===== src/rtl/hazard_ctrl_if.sv =====
// D-stage decoder <-> hazard controller bundle: decoded producer/consumer info
// in, stall / forward selects / HI/LO busy out.
interface hazard_ctrl_if #(
  parameter int NSTAGE = 3,
  parameter int AW     = 6,
  parameter int TW     = 3
);
  localparam int FW = $clog2(NSTAGE + 1);

  logic [AW-1:0] d_anew;
  logic [TW-1:0] d_tnew;
  logic [AW-1:0] d_ause1;
  logic [AW-1:0] d_ause2;
  logic [TW-1:0] d_tuse1;
  logic [TW-1:0] d_tuse2;
  logic          d_md_start;
  logic          d_md_div;
  logic          d_md_use;
  logic          stall;
  logic [FW-1:0] fwd1_sel;
  logic [FW-1:0] fwd2_sel;
  logic          md_busy;

  modport master (
    output d_anew, d_tnew, d_ause1, d_ause2, d_tuse1, d_tuse2,
           d_md_start, d_md_div, d_md_use,
    input  stall, fwd1_sel, fwd2_sel, md_busy
  );

  modport slave (
    input  d_anew, d_tnew, d_ause1, d_ause2, d_tuse1, d_tuse2,
           d_md_start, d_md_div, d_md_use,
    output stall, fwd1_sel, fwd2_sel, md_busy
  );
endinterface


===== src/rtl/hazard_ctrl.sv =====
// Hazard/stall controller: scoreboard of in-flight producers in E..N plus a
// HI/LO busy counter; drives D-stage stall and per-operand forward selects.

// One source operand: youngest matching producer decides forward vs. stall.
module hazard_opnd #(
  parameter int NSTAGE = 3,
  parameter int AW     = 6,
  parameter int TW     = 3,
  parameter int FW     = 2
) (
  input  logic [NSTAGE-1:0][AW-1:0] ent_addr,
  input  logic [NSTAGE-1:0][TW-1:0] ent_tnew,
  input  logic [AW-1:0]             ause,
  input  logic [TW-1:0]             tuse,
  output logic                      hazard,
  output logic [FW-1:0]             sel
);
  logic          hit;
  logic [FW-1:0] k_hit;
  logic [TW-1:0] t_hit;
  logic          ause_ok;

  // HI/LO pseudo-registers are handled by the busy counter, not the scoreboard.
  assign ause_ok = (ause != '0) && !ause[AW-1];

  always_comb begin
    hit   = 1'b0;
    k_hit = '0;
    t_hit = '0;
    // Walk oldest to youngest so the youngest match overwrites.
    for (int k = NSTAGE - 1; k >= 0; k--) begin
      if (ause_ok && (ent_addr[k] == ause)) begin
        hit   = 1'b1;
        k_hit = FW'(k + 1);
        t_hit = ent_tnew[k];
      end
    end
    hazard = hit && (t_hit > tuse);
    sel    = (hit && !hazard) ? k_hit : '0;
  end
endmodule

module hazard_ctrl #(
  parameter int NSTAGE   = 3,
  parameter int AW       = 6,
  parameter int TW       = 3,
  parameter int MULT_CYC = 5,
  parameter int DIV_CYC  = 10
) (
  input  logic          clk,
  input  logic          reset,
  hazard_ctrl_if.slave  hif
);
  localparam int FW   = $clog2(NSTAGE + 1);
  localparam int MAXC = (MULT_CYC > DIV_CYC) ? MULT_CYC : DIV_CYC;
  localparam int CW   = $clog2(MAXC + 1);

  function automatic logic [TW-1:0] sat_dec(input logic [TW-1:0] t);
    return (t == '0) ? '0 : t - TW'(1);
  endfunction

  // Index 0 is E; index k-1 holds tracked stage k.
  logic [NSTAGE-1:0][AW-1:0] ent_addr_q, ent_addr_d;
  logic [NSTAGE-1:0][TW-1:0] ent_tnew_q, ent_tnew_d;
  logic [CW-1:0]             md_cnt_q, md_cnt_d;

  logic [1:0][AW-1:0] ause;
  logic [1:0][TW-1:0] tuse;
  logic [1:0]         hz;
  logic [1:0][FW-1:0] sel;
  logic               md_busy;
  logic               md_hz;
  logic               stall;

  assign ause = {hif.d_ause2, hif.d_ause1};
  assign tuse = {hif.d_tuse2, hif.d_tuse1};

  for (genvar g = 0; g < 2; g++) begin : g_opnd
    hazard_opnd #(
      .NSTAGE (NSTAGE),
      .AW     (AW),
      .TW     (TW),
      .FW     (FW)
    ) u_opnd (
      .ent_addr (ent_addr_q),
      .ent_tnew (ent_tnew_q),
      .ause     (ause[g]),
      .tuse     (tuse[g]),
      .hazard   (hz[g]),
      .sel      (sel[g])
    );
  end

  assign md_busy = (md_cnt_q != '0);
  // Also serialises back-to-back mult/div, since start implies use.
  assign md_hz   = hif.d_md_use & md_busy;
  assign stall   = (|hz) | md_hz;

  assign hif.stall    = stall;
  assign hif.fwd1_sel = sel[0];
  assign hif.fwd2_sel = sel[1];
  assign hif.md_busy  = md_busy;

  always_comb begin
    ent_addr_d = ent_addr_q;
    ent_tnew_d = ent_tnew_q;
    // A stalled D slot turns into a bubble in E; older stages always advance.
    ent_addr_d[0] = stall ? '0 : hif.d_anew;
    ent_tnew_d[0] = stall ? '0 : sat_dec(hif.d_tnew);
    for (int k = 1; k < NSTAGE; k++) begin
      ent_addr_d[k] = ent_addr_q[k-1];
      ent_tnew_d[k] = sat_dec(ent_tnew_q[k-1]);
    end
  end

  always_comb begin
    md_cnt_d = md_cnt_q;
    if (hif.d_md_start && !stall)
      md_cnt_d = hif.d_md_div ? CW'(DIV_CYC) : CW'(MULT_CYC);
    else if (md_cnt_q != '0)
      md_cnt_d = md_cnt_q - CW'(1);
  end

  always_ff @(posedge clk or posedge reset) begin
    if (reset) begin
      ent_addr_q <= '0;
      ent_tnew_q <= '0;
      md_cnt_q   <= '0;
    end else begin
      ent_addr_q <= ent_addr_d;
      ent_tnew_q <= ent_tnew_d;
      md_cnt_q   <= md_cnt_d;
    end
  end
endmodule


===== src/flat_wrapper.sv =====
// flat-port wrapper written by rule: the top's interface ports become plain ports
module hazard_ctrl_flat 
#(
  parameter int NSTAGE   = 3,
  parameter int AW       = 6,
  parameter int TW       = 3,
  parameter int MULT_CYC = 5,
  parameter int DIV_CYC  = 10
)
  (clk, reset, hif_d_anew, hif_d_tnew, hif_d_ause1, hif_d_ause2, hif_d_tuse1, hif_d_tuse2, hif_d_md_start, hif_d_md_div, hif_d_md_use, hif_stall, hif_fwd1_sel, hif_fwd2_sel, hif_md_busy);
  hazard_ctrl_if #(.NSTAGE(NSTAGE), .AW(AW), .TW(TW)) hif_i ();
  input  logic clk;
  input  logic reset;
  input wire logic [$bits(hif_i.d_anew)-1:0] hif_d_anew;
  input wire logic [$bits(hif_i.d_tnew)-1:0] hif_d_tnew;
  input wire logic [$bits(hif_i.d_ause1)-1:0] hif_d_ause1;
  input wire logic [$bits(hif_i.d_ause2)-1:0] hif_d_ause2;
  input wire logic [$bits(hif_i.d_tuse1)-1:0] hif_d_tuse1;
  input wire logic [$bits(hif_i.d_tuse2)-1:0] hif_d_tuse2;
  input wire logic [$bits(hif_i.d_md_start)-1:0] hif_d_md_start;
  input wire logic [$bits(hif_i.d_md_div)-1:0] hif_d_md_div;
  input wire logic [$bits(hif_i.d_md_use)-1:0] hif_d_md_use;
  output wire logic [$bits(hif_i.stall)-1:0] hif_stall;
  output wire logic [$bits(hif_i.fwd1_sel)-1:0] hif_fwd1_sel;
  output wire logic [$bits(hif_i.fwd2_sel)-1:0] hif_fwd2_sel;
  output wire logic [$bits(hif_i.md_busy)-1:0] hif_md_busy;
  assign hif_i.d_anew = hif_d_anew;
  assign hif_i.d_tnew = hif_d_tnew;
  assign hif_i.d_ause1 = hif_d_ause1;
  assign hif_i.d_ause2 = hif_d_ause2;
  assign hif_i.d_tuse1 = hif_d_tuse1;
  assign hif_i.d_tuse2 = hif_d_tuse2;
  assign hif_i.d_md_start = hif_d_md_start;
  assign hif_i.d_md_div = hif_d_md_div;
  assign hif_i.d_md_use = hif_d_md_use;
  assign hif_stall = hif_i.stall;
  assign hif_fwd1_sel = hif_i.fwd1_sel;
  assign hif_fwd2_sel = hif_i.fwd2_sel;
  assign hif_md_busy = hif_i.md_busy;
  hazard_ctrl #(.NSTAGE(NSTAGE), .AW(AW), .TW(TW), .MULT_CYC(MULT_CYC), .DIV_CYC(DIV_CYC)) u_core (.clk(clk), .reset(reset), .hif(hif_i));
endmodule

===== config.mk =====
export PLATFORM = sky130hd
export DESIGN_NAME = hazard_ctrl_flat
export DESIGN_NICKNAME = d
export VERILOG_FILES = /design/src/rtl/hazard_ctrl_if.sv /design/src/rtl/hazard_ctrl.sv /design/src/flat_wrapper.sv
export SDC_FILE = /design/constraint.sdc
export NUM_CORES = 1
export LEC_CHECK = 0
export CAP_MARGIN = 5
export CORE_AREA = 3 3 66 68
export DETAILED_ROUTE_END_ITERATION = 6
export DIE_AREA = 0 0 69 71
export GPL_ROUTABILITY_DRIVEN = 0
export PLACE_DENSITY = 0.77
export SLEW_MARGIN = 10
export SYNTH_ARGS = -nofsm -noshare
export SYNTH_HDL_FRONTEND = slang
export SYNTH_SLANG_ARGS = --single-unit
export TNS_END_PERCENT = 1

===== constraint.sdc =====
create_clock -name clk -period 4.4 [get_ports clk]
set_clock_uncertainty 0.2 [all_clocks]
set_input_delay 0.44 -clock clk [delete_from_list [all_inputs] [get_ports clk]]
set_output_delay 0.44 -clock clk [all_outputs]
set_load 0.005 [all_outputs]

==> out/results.env, run 1 <==
STATUS='complete, no violations'
GRT_PASS1_WL_MM=7.24
DETAIL_ROUTE.FIRST_PASS.ITERATIONS=4
SLEW_HEADROOM=0.706
WIRELENGTH_MM=4.50
POST_SYNTHESIS_REGISTER_BIT_COUNT=31
INSERTEDDIODECOUNT=0
CRIT_TYPE='in -> out'
SYNTHSIMPLEGATEAREAFRAC=0.181
YS_SEQ_AREA_FRAC=0.405
ANTENNA_VIOLATION_NET_COUNT_AFTER_DETAILED_ROUTING=0
POWER_LEAKAGE_nW=1.30
CTS_TREE='done'
CRITPATHREQUIREDTIME_NS=3.76
GRT_REMAINING_OVERFLOW=0
DIE_HEIGHT_UM=71
NUMBER_OF_SYNTHESIZED_FLOPS_WITH_AN_ENABLE_PIN=0
CTS_NUM_SINKS=31
SYNTHXORXNORAREAFRAC=0.142
FINALSETUPVIOLCOUNT=0
H-TREE-DEPTH=2
DRT-INITIAL-DRC-COUNT=100
GRT_START_MAX_NET_PINS=32
SYNTHMUXAREASHARE=0.0222
INITIAL_CORE_UTIL=0.490
GRT_ANTENNA_BEFORE_REPAIR=0
SYNTH_TOP_FAMILY_BY_AREA='simple AND/OR/NAND/NOR gates'
WORST-PATH-MAX-FANOUT=2
FINALWORSTPATHREQUIREDPERIOD_NS=4.32
GRTUSAGEMET3=0.0284
SYNTH-ASYNC-RESET-RATIO=1.00
DP.FINAL_HPWL_MM=3.43
CTS_BUFFER_DEPTH=2
STDCELL_AREA_MM2=0.00279
PLACED_CELL_AREA_MM2=0.00254
FINISH.CELL_COUNT_WITHOUT_FILLERS=319
CRITPATHARRIVALTIME_NS=3.68
MAPPEDNETLISTAREA_MM2=0.00192
HOLD_PATH.CLASS='reg -> reg'
POST_SYNTH_NUM_CELL_TYPES=40
SYNTH_COMPOUND_AREA_FRAC=0.118
FINAL_CELL_MIX='buf_4 (32), dfrtp_1 (31), clkdlybuf4s50_1 (30), inv_1 (20), xnor2_1 (19)'
CELLINTERNALPOWER_mW=0.603
FMAX_MHz=232
SHARE_COMB_OF_TOTAL_POWER=0.317
FIRST_GLOBAL_VIAS=1585
CORE_AREA_MM2=0.00391
TOTALPOWERFINAL_mW=0.894
LAYOUT-DRIVE-GT1-SHARE=0.242
UNREPAIRED_SETUP_ENDPOINTS_AFTER_GLOBAL_ROUTING='yes'
POST-ROUTE-DRC-COUNT=0
P_SEQ_FRAC=0.439
SWITCHING_SHARE=0.326
DR_TOTAL_VIAS=1645
WORST-SLEW-PIN-TRANSITION_NS=0.438
ROWS=23
MIN_PERIOD_OVER_PERIOD=0.981
NUMBER_OF_STANDARD_CELLS_AFTER_SYNTHESIS=191
ENDPOINT_KIND='output port'
SYN_AVG_CELL_AREA_UM2=10.0
GLOBALROUTEMET2UTIL=0.322
YOSYS_WARNING_COUNT=0
LAYOUT.NETS=314
CTS_INSERTED_BUFFERS=5
CLOCK-ROOT-BUFFER='clkbuf_8'
TRACK_USAGE=0.186
TIMING.FINAL.HOLD_VIOLATIONS=0
CRIT_PATH_START_KIND='input port'
AVGROUTEDWIREPERCELL_UM=14.1
SYNTHESIS.NETS=237
FINAL_COMMON_CELL='buf_4'
CLK_PIN_SLEW_WORST_SETUP_HOLD_PATHS_NS=0.06
SLEW_VIOLATIONS=0
IOS=38
POSTCTSHOLDBUFS=0
ROUTE.DETAILED.VIAS_PER_INST=5.16
FLOORPLAN.DIE.WIDTH_UM=69
NUMPORTBUFFERS=37
P_PER_AREA_mW_PER_MM2=320
MAX_CAP_VIOLATIONS=0
CLOCKPOWERSHARE=0.244
CLKLATENCYLATEPIN_NS=0.28
DIE_AREA_MM2=0.00490
SYNTH-MAIN-FF-CELL='dfrtp_1'
SWITCHINGPOWER_mW=0.291
GRT_MOST_USED_LAYER='met2'
SYNTHTOLAYOUTAREAGROWTH_PCT=45.8
POST-PLACE-CELLS=303
SYNTH_ADDER_AREA_SHARE=0.0914
PEAKVDDDROP_uV=250
GRTUSAGEMET1=0.231
[synthesized netlist by cell type (2+ instances only)]
master     n  area, µm²
a21o_1     2       15.0
a21oi_1    7       35.0
a221oi_1   2       17.5
a32oi_1    2       17.5
and2_1     8       50.1
dfrtp_1   31        776
ha_1      14        175
inv_1     20       75.1
mux2_2     2       22.5
mux2i_1    2       20.0
nand2_1   10       37.5
nand4_1    5       31.3
nor2_1    16       60.1
nor2b_1    2       12.5
nor3_1     4       20.0
nor4_1     3       18.8
nor4_2     2       25.0
o21ai_0    7       35.0
o31a_1     2       17.5
xnor2_1   19        166
xor2_1    12        105
[flip-flops by register name, summed over array words and instances, names as in the netlist]
signal             count
u_core.ent_addr_d     12
u_core.ent_tnew_q      9
u_core.ent_addr_q      6
u_core.md_cnt_q        4
[worst paths after layout]
kind,end,from,slack [ns],cells after the start
max,hif_fwd1_sel[1],hif_d_ause1[3],0.08,15
max in group asynchronous,u_core.md_cnt_q[1],reset,3.39,3
min in group asynchronous,u_core.ent_addr_d[12],reset,0.33,3
min reg2reg,u_core.ent_addr_d[17],u_core.ent_addr_d[11],0.22,0
min,u_core.ent_addr_d[17],u_core.ent_addr_d[11],0.22,0
max reg2reg,u_core.md_cnt_q[1],u_core.ent_addr_q[12],0.81,15
[per-stage QoR]
step	setup slack (ns)	TNS, ns	util	hold slack [ns]
3_3_place_gp	-0.0406	-0.0406	0.649	0.204
6_report	0.0837	0	0.714	0.225
2_1_floorplan	0.780	0	-	0.176
5_1_grt	-0.0543	-0.0543	0.714	0.244
3_5_place_dp	-0.0777	-0.0777	0.649	0.205
4_1_cts	0.0131	0	0.692	0.221
[area by class of cell]
class                           count  area [µm²]
Multi-Input combinational cell    139        1150
Sequential cell                    31         776
Tap cell                           50        62.6
Fill cell                         299        1120
Clock inverter                      3        20.0
Timing Repair Buffer               71         643
Inverter                           20        75.1
Clock buffer                        5        68.8
[layer usage]
| metal | wire length, µm | vias to the layer above |
|---|---|---|
| li1 | - | 804 |
| met1 | 2010 | 791 |
| met2 | 2220 | 42 |
| met3 | 207 | 8 |
| met4 | 63 | 0 |
| met5 | 0 | - |
[what timing repair did]
action | CTS | global route
gates cloned | 0 | 0
gates resized for setup | 8 | 18
pin swaps | 7 | 11
setup endpoints to repair | 1 | 5
setup buffers | 7 | 1
[power by group through the flow]
| stage | registers, mW | clock network (mW) | logic [mW] |
|---|---|---|---|
| 3_5_place_dp | 0.394 | 0 | 0.265 |
| 5_1_grt | 0.398 | 0.235 | 0.320 |
| 4_1_cts | 0.389 | 0.223 | 0.278 |
| 3_3_place_gp | 0.391 | 0 | 0.255 |
| 2_1_floorplan | 0.379 | 0 | 0.171 |
| 6_report | 0.392 | 0.218 | 0.283 |
[worst max-delay path, cell delays in order]
cell and delay (ns):
clkdlybuf4s50_1 0.42, or4_4 0.57, a21oi_2 0.16, nor3b_2 0.07, and3b_2 0.19, a21oi_1 0.12, o21ai_1 0.08, ha_1 0.32
nor2b_2 0.16, o21ai_2 0.12, a32oi_2 0.08, buf_4 0.15, buf_4 0.12, nor3_1 0.17, clkdlybuf4s50_1 0.52
[cells by family after synthesis]
| family | count (synthesis) |
|---|---|
| and+or+nand+nor | 60 |
| adders and majority gates | 14 |
| DFF | 31 |
| muxes | 4 |
| xor gates and xnor gates | 31 |
| AOI/OAI and AO/OA | 30 |
| buffers and inverters | 21 |
Power figures use the tool's default switching activity.
==> run 2: changes to the inputs <==
- CORE_AREA: 3 3 66 68 -> 3 3 74 76
- DIE_AREA: 0 0 69 71 -> 0 0 77 79
- PLACE_DENSITY: 0.77 -> not set
==> out/results.env, run 2 (synthesized netlist as in run 1, its figures left out) <==
STATUS='complete, no violations'
CLOCK-ROOT-BUFFER='clkbuf_8'
POST-PLACE-CELLS=320  # +5.6%
WORST-PATH-MAX-FANOUT=4  # +2
POWER_LEAKAGE_nW=1.29  # -0.86%
LAYOUT.NETS=310  # -1.3%
POST-ROUTE-DRC-COUNT=0  # unchanged
FINISH.CELL_COUNT_WITHOUT_FILLERS=332  # +4.1%
GRT_REMAINING_OVERFLOW=0  # unchanged
CTS_BUFFER_DEPTH=2  # unchanged
GRT_ANTENNA_BEFORE_REPAIR=0  # unchanged
P_PER_AREA_mW_PER_MM2=344  # +7.7%
CTS_TREE='done'
WIRELENGTH_MM=4.28  # -5.0%
CRIT_PATH_CELL_CHAIN='clkdlybuf4s50_1 > buf_4 > xnor2_1 > nand4_1 > o31a_1 > a221oi_2 > nor2_1 > ha_1 > nor2b_1 > o21ai_0 > a32oi_1 > o31a_1 > a211oi_4 > inv_1 > clkdlybuf4s50_1'
SLEW_HEADROOM=0.740  # +0.0339
CTS_INSERTED_BUFFERS=5  # unchanged
MAX_CAP_VIOLATIONS=0  # unchanged
UNREPAIRED_SETUP_ENDPOINTS_AFTER_GLOBAL_ROUTING='yes'
SYNTHTOLAYOUTAREAGROWTH_PCT=43.5
CRITPATHARRIVALTIME_NS=3.71  # +0.03 ns
INITIAL_CORE_UTIL=0.401  # -0.0892
STDCELL_AREA_MM2=0.00275  # -1.5%
LARGEST_REG_FLOPS=12  # unchanged
ROUTE.DETAILED.VIAS_PER_INST=4.70  # -8.9%
CPPEAKSTAGEDELAY_NS=0.44  # -0.13 ns
DIE_AREA_MM2=0.00608  # +24%
FINALSETUPVIOLCOUNT=0  # unchanged
FINAL_COMMON_CELL='clkdlybuf4s50_1'
R2R_CELLS=15  # unchanged
NUMPORTBUFFERS=37  # unchanged
DR_TOTAL_VIAS=1559  # -5.2%
RR_STARTPOINT='u_core.ent_addr_q[13]'
CTS_NUM_SINKS=31  # unchanged
SLEW_VIOLATIONS=0  # unchanged
CRIT_TYPE='in -> out'
DP.FINAL_HPWL_MM=3.37  # -1.9%
H-TREE-DEPTH=2  # unchanged
DETAIL_ROUTE.FIRST_PASS.ITERATIONS=4  # unchanged
HP-START='u_core.ent_addr_d[17]'
NFILLCELLS=439  # +47%
HOLD_PATH.CLASS='reg -> reg'
ENDPOINT_KIND='output port'
R2R_END='u_core.md_cnt_q[1]'
TIMING.FINAL.HOLD_VIOLATIONS=0  # unchanged
GRT_START_MAX_NET_PINS=32  # unchanged
CP-STARTPOINT='hif_d_ause2[2]'
DIE_HEIGHT_UM=79  # +11%
CRITPATHSLOWESTCELL='clkdlybuf4s50_1'
FINALWORSTPATHREQUIREDPERIOD_NS=4.35  # +0.0329 ns
LAYOUT-DRIVE-GT1-SHARE=0.208  # -0.0341
R2R_SETUP_SLACK_NS=0.85  # +0.04 ns
AVGROUTEDWIREPERCELL_UM=12.9  # -8.7%
CRIT_PATH_START_KIND='input port'
MIN_PERIOD_OVER_PERIOD=0.988  # +0.00749
IOS=38  # unchanged
CRITPATHBUFINV=4  # unchanged
PLACED_CELL_AREA_MM2=0.00256  # +0.84%
CRITPATHREQUIREDTIME_NS=3.76  # about the same
ANTENNA_VIOLATION_NET_COUNT_AFTER_DETAILED_ROUTING=0  # unchanged
FINAL_CELL_MIX='clkdlybuf4s50_1 (33), dfrtp_1 (31), buf_4 (30), inv_1 (20), xnor2_1 (19)'
ROWS=25  # +8.7%
WORSTSETUPENDPOINT='hif_stall'
CP.DEPTH=15  # unchanged
WORST-SLEW-PIN-TRANSITION_NS=0.391  # -0.0475 ns
CORE_AREA_MM2=0.00479  # +22%
CLK_PIN_SLEW_WORST_SETUP_HOLD_PATHS_NS=0.07  # about the same
FIRST_GLOBAL_VIAS=1636  # +3.2%
TRACK_USAGE=0.157  # -0.0292
FMAX_MHz=230  # -0.76%
TIMING.CRITICAL_PATH.MAX_DELAY_FAMILY='compound AO/OA/AOI/OAI gates'
CLKLATENCYLATEPIN_NS=0.28  # about the same
PEAKVDDDROP_uV=242  # -3.2%
GRT_PASS1_WL_MM=7.51  # +3.8%
DRT-INITIAL-DRC-COUNT=59  # -41%
INSERTEDDIODECOUNT=0  # unchanged
FLOORPLAN.DIE.WIDTH_UM=77  # +12%
## run 2: changes by cell type in the layout (fill, tap and decap cells not counted), moves of 2 or more
cell             previous run  this run
clkdlybuf4s50_1            30        33
buf_4                      32        30
buf_6                       2         0
clkinvlp_4                  2         0
dlymetal6s2s_1              5         3
nor4_4                      2         0
o21ai_0                     5         7
## run 2: what timing repair did
item,in CTS,in global routing
buffers inserted,4,1
hold buffers,0,0
pin swaps,10,2
cloned,0,0
hold endpoints to repair,0,0
gates resized for setup,5,6
setup endpoints to repair,1,4
## run 2: through the flow
stage                     hold slack, ns  setup slack, ns  total power [mW]  setup TNS, ns   util
after floorplan                    0.176            0.780             0.550              0      -
after global placement             0.217          -0.0963             0.651        -0.0963  0.535
after detailed placement           0.211           -0.112             0.658         -0.112  0.535
after CTS                          0.222          0.00921             0.956              0  0.569
after global routing               0.244           -0.166              1.02         -0.166  0.575
final                              0.220           0.0507             0.948              0  0.575
## run 2: how the worst min path moves through the flow
stage	endpoint	slack, ns	cells past startpoint
6_report	u_core.ent_addr_q[17]	0.22	0
5_1_grt	u_core.ent_addr_q[17]	0.24	0
4_1_cts	u_core.ent_addr_q[17]	0.22	0
2_1_floorplan	u_core.ent_addr_d[17]	0.18	0
3_3_place_gp	u_core.ent_addr_q[17]	0.22	0
3_5_place_dp	u_core.ent_addr_q[17]	0.21	0
## run 2: layout make-up
class,instances,area [µm²],share of cell area
Clock inverter,2,35.0,0.0127
Multi-Input combinational cell,139,1100,0.399
Clock buffer,6,82.6,0.0300
Inverter,20,75.1,0.0273
Timing Repair Buffer,67,602,0.219
Tap cell,67,83.8,0.0305
Sequential cell,31,776,0.282
## run 2: worst reg2reg max path: cells and delay by family (launching register included)
family,cells,cell delay (ns)
compound gates,5,0.80
xor+xnor,1,0.16
fa+ha+maj,1,0.24
buf+inv,2,0.28
flops,1,0.41
mux,1,0.38
simple gates,5,0.95
## run 2: power by group
group | internal [mW] | switching, mW | leakage [nW]
clock network | 0.183 | 0.107 | 0.0612
registers | 0.338 | 0.0506 | 0.396
logic | 0.148 | 0.121 | 0.830
total | 0.669 | 0.279 | 1.29
## run 2: metal layers
| layer | global-route usage | part of all wire | vias to the layer above | wire length (µm) |
|---|---|---|---|---|
| met4 | 0.0463 | 0.014 | 0 | 58 |
| met1 | 0.214 | 0.49 | 722 | 2090 |
| li1 | - | - | 801 | - |
| met5 | 0 | 0 | - | 0 |
| met3 | 0.0408 | 0.048 | 5 | 205 |
| met2 | 0.246 | 0.45 | 31 | 1920 |
==> run 3: changes to the inputs <==
- CTS_CLUSTER_DIAMETER: not set -> 150
==> results of run 3 <==
The final DEF is identical to that of run 2; final timing and power are the same.
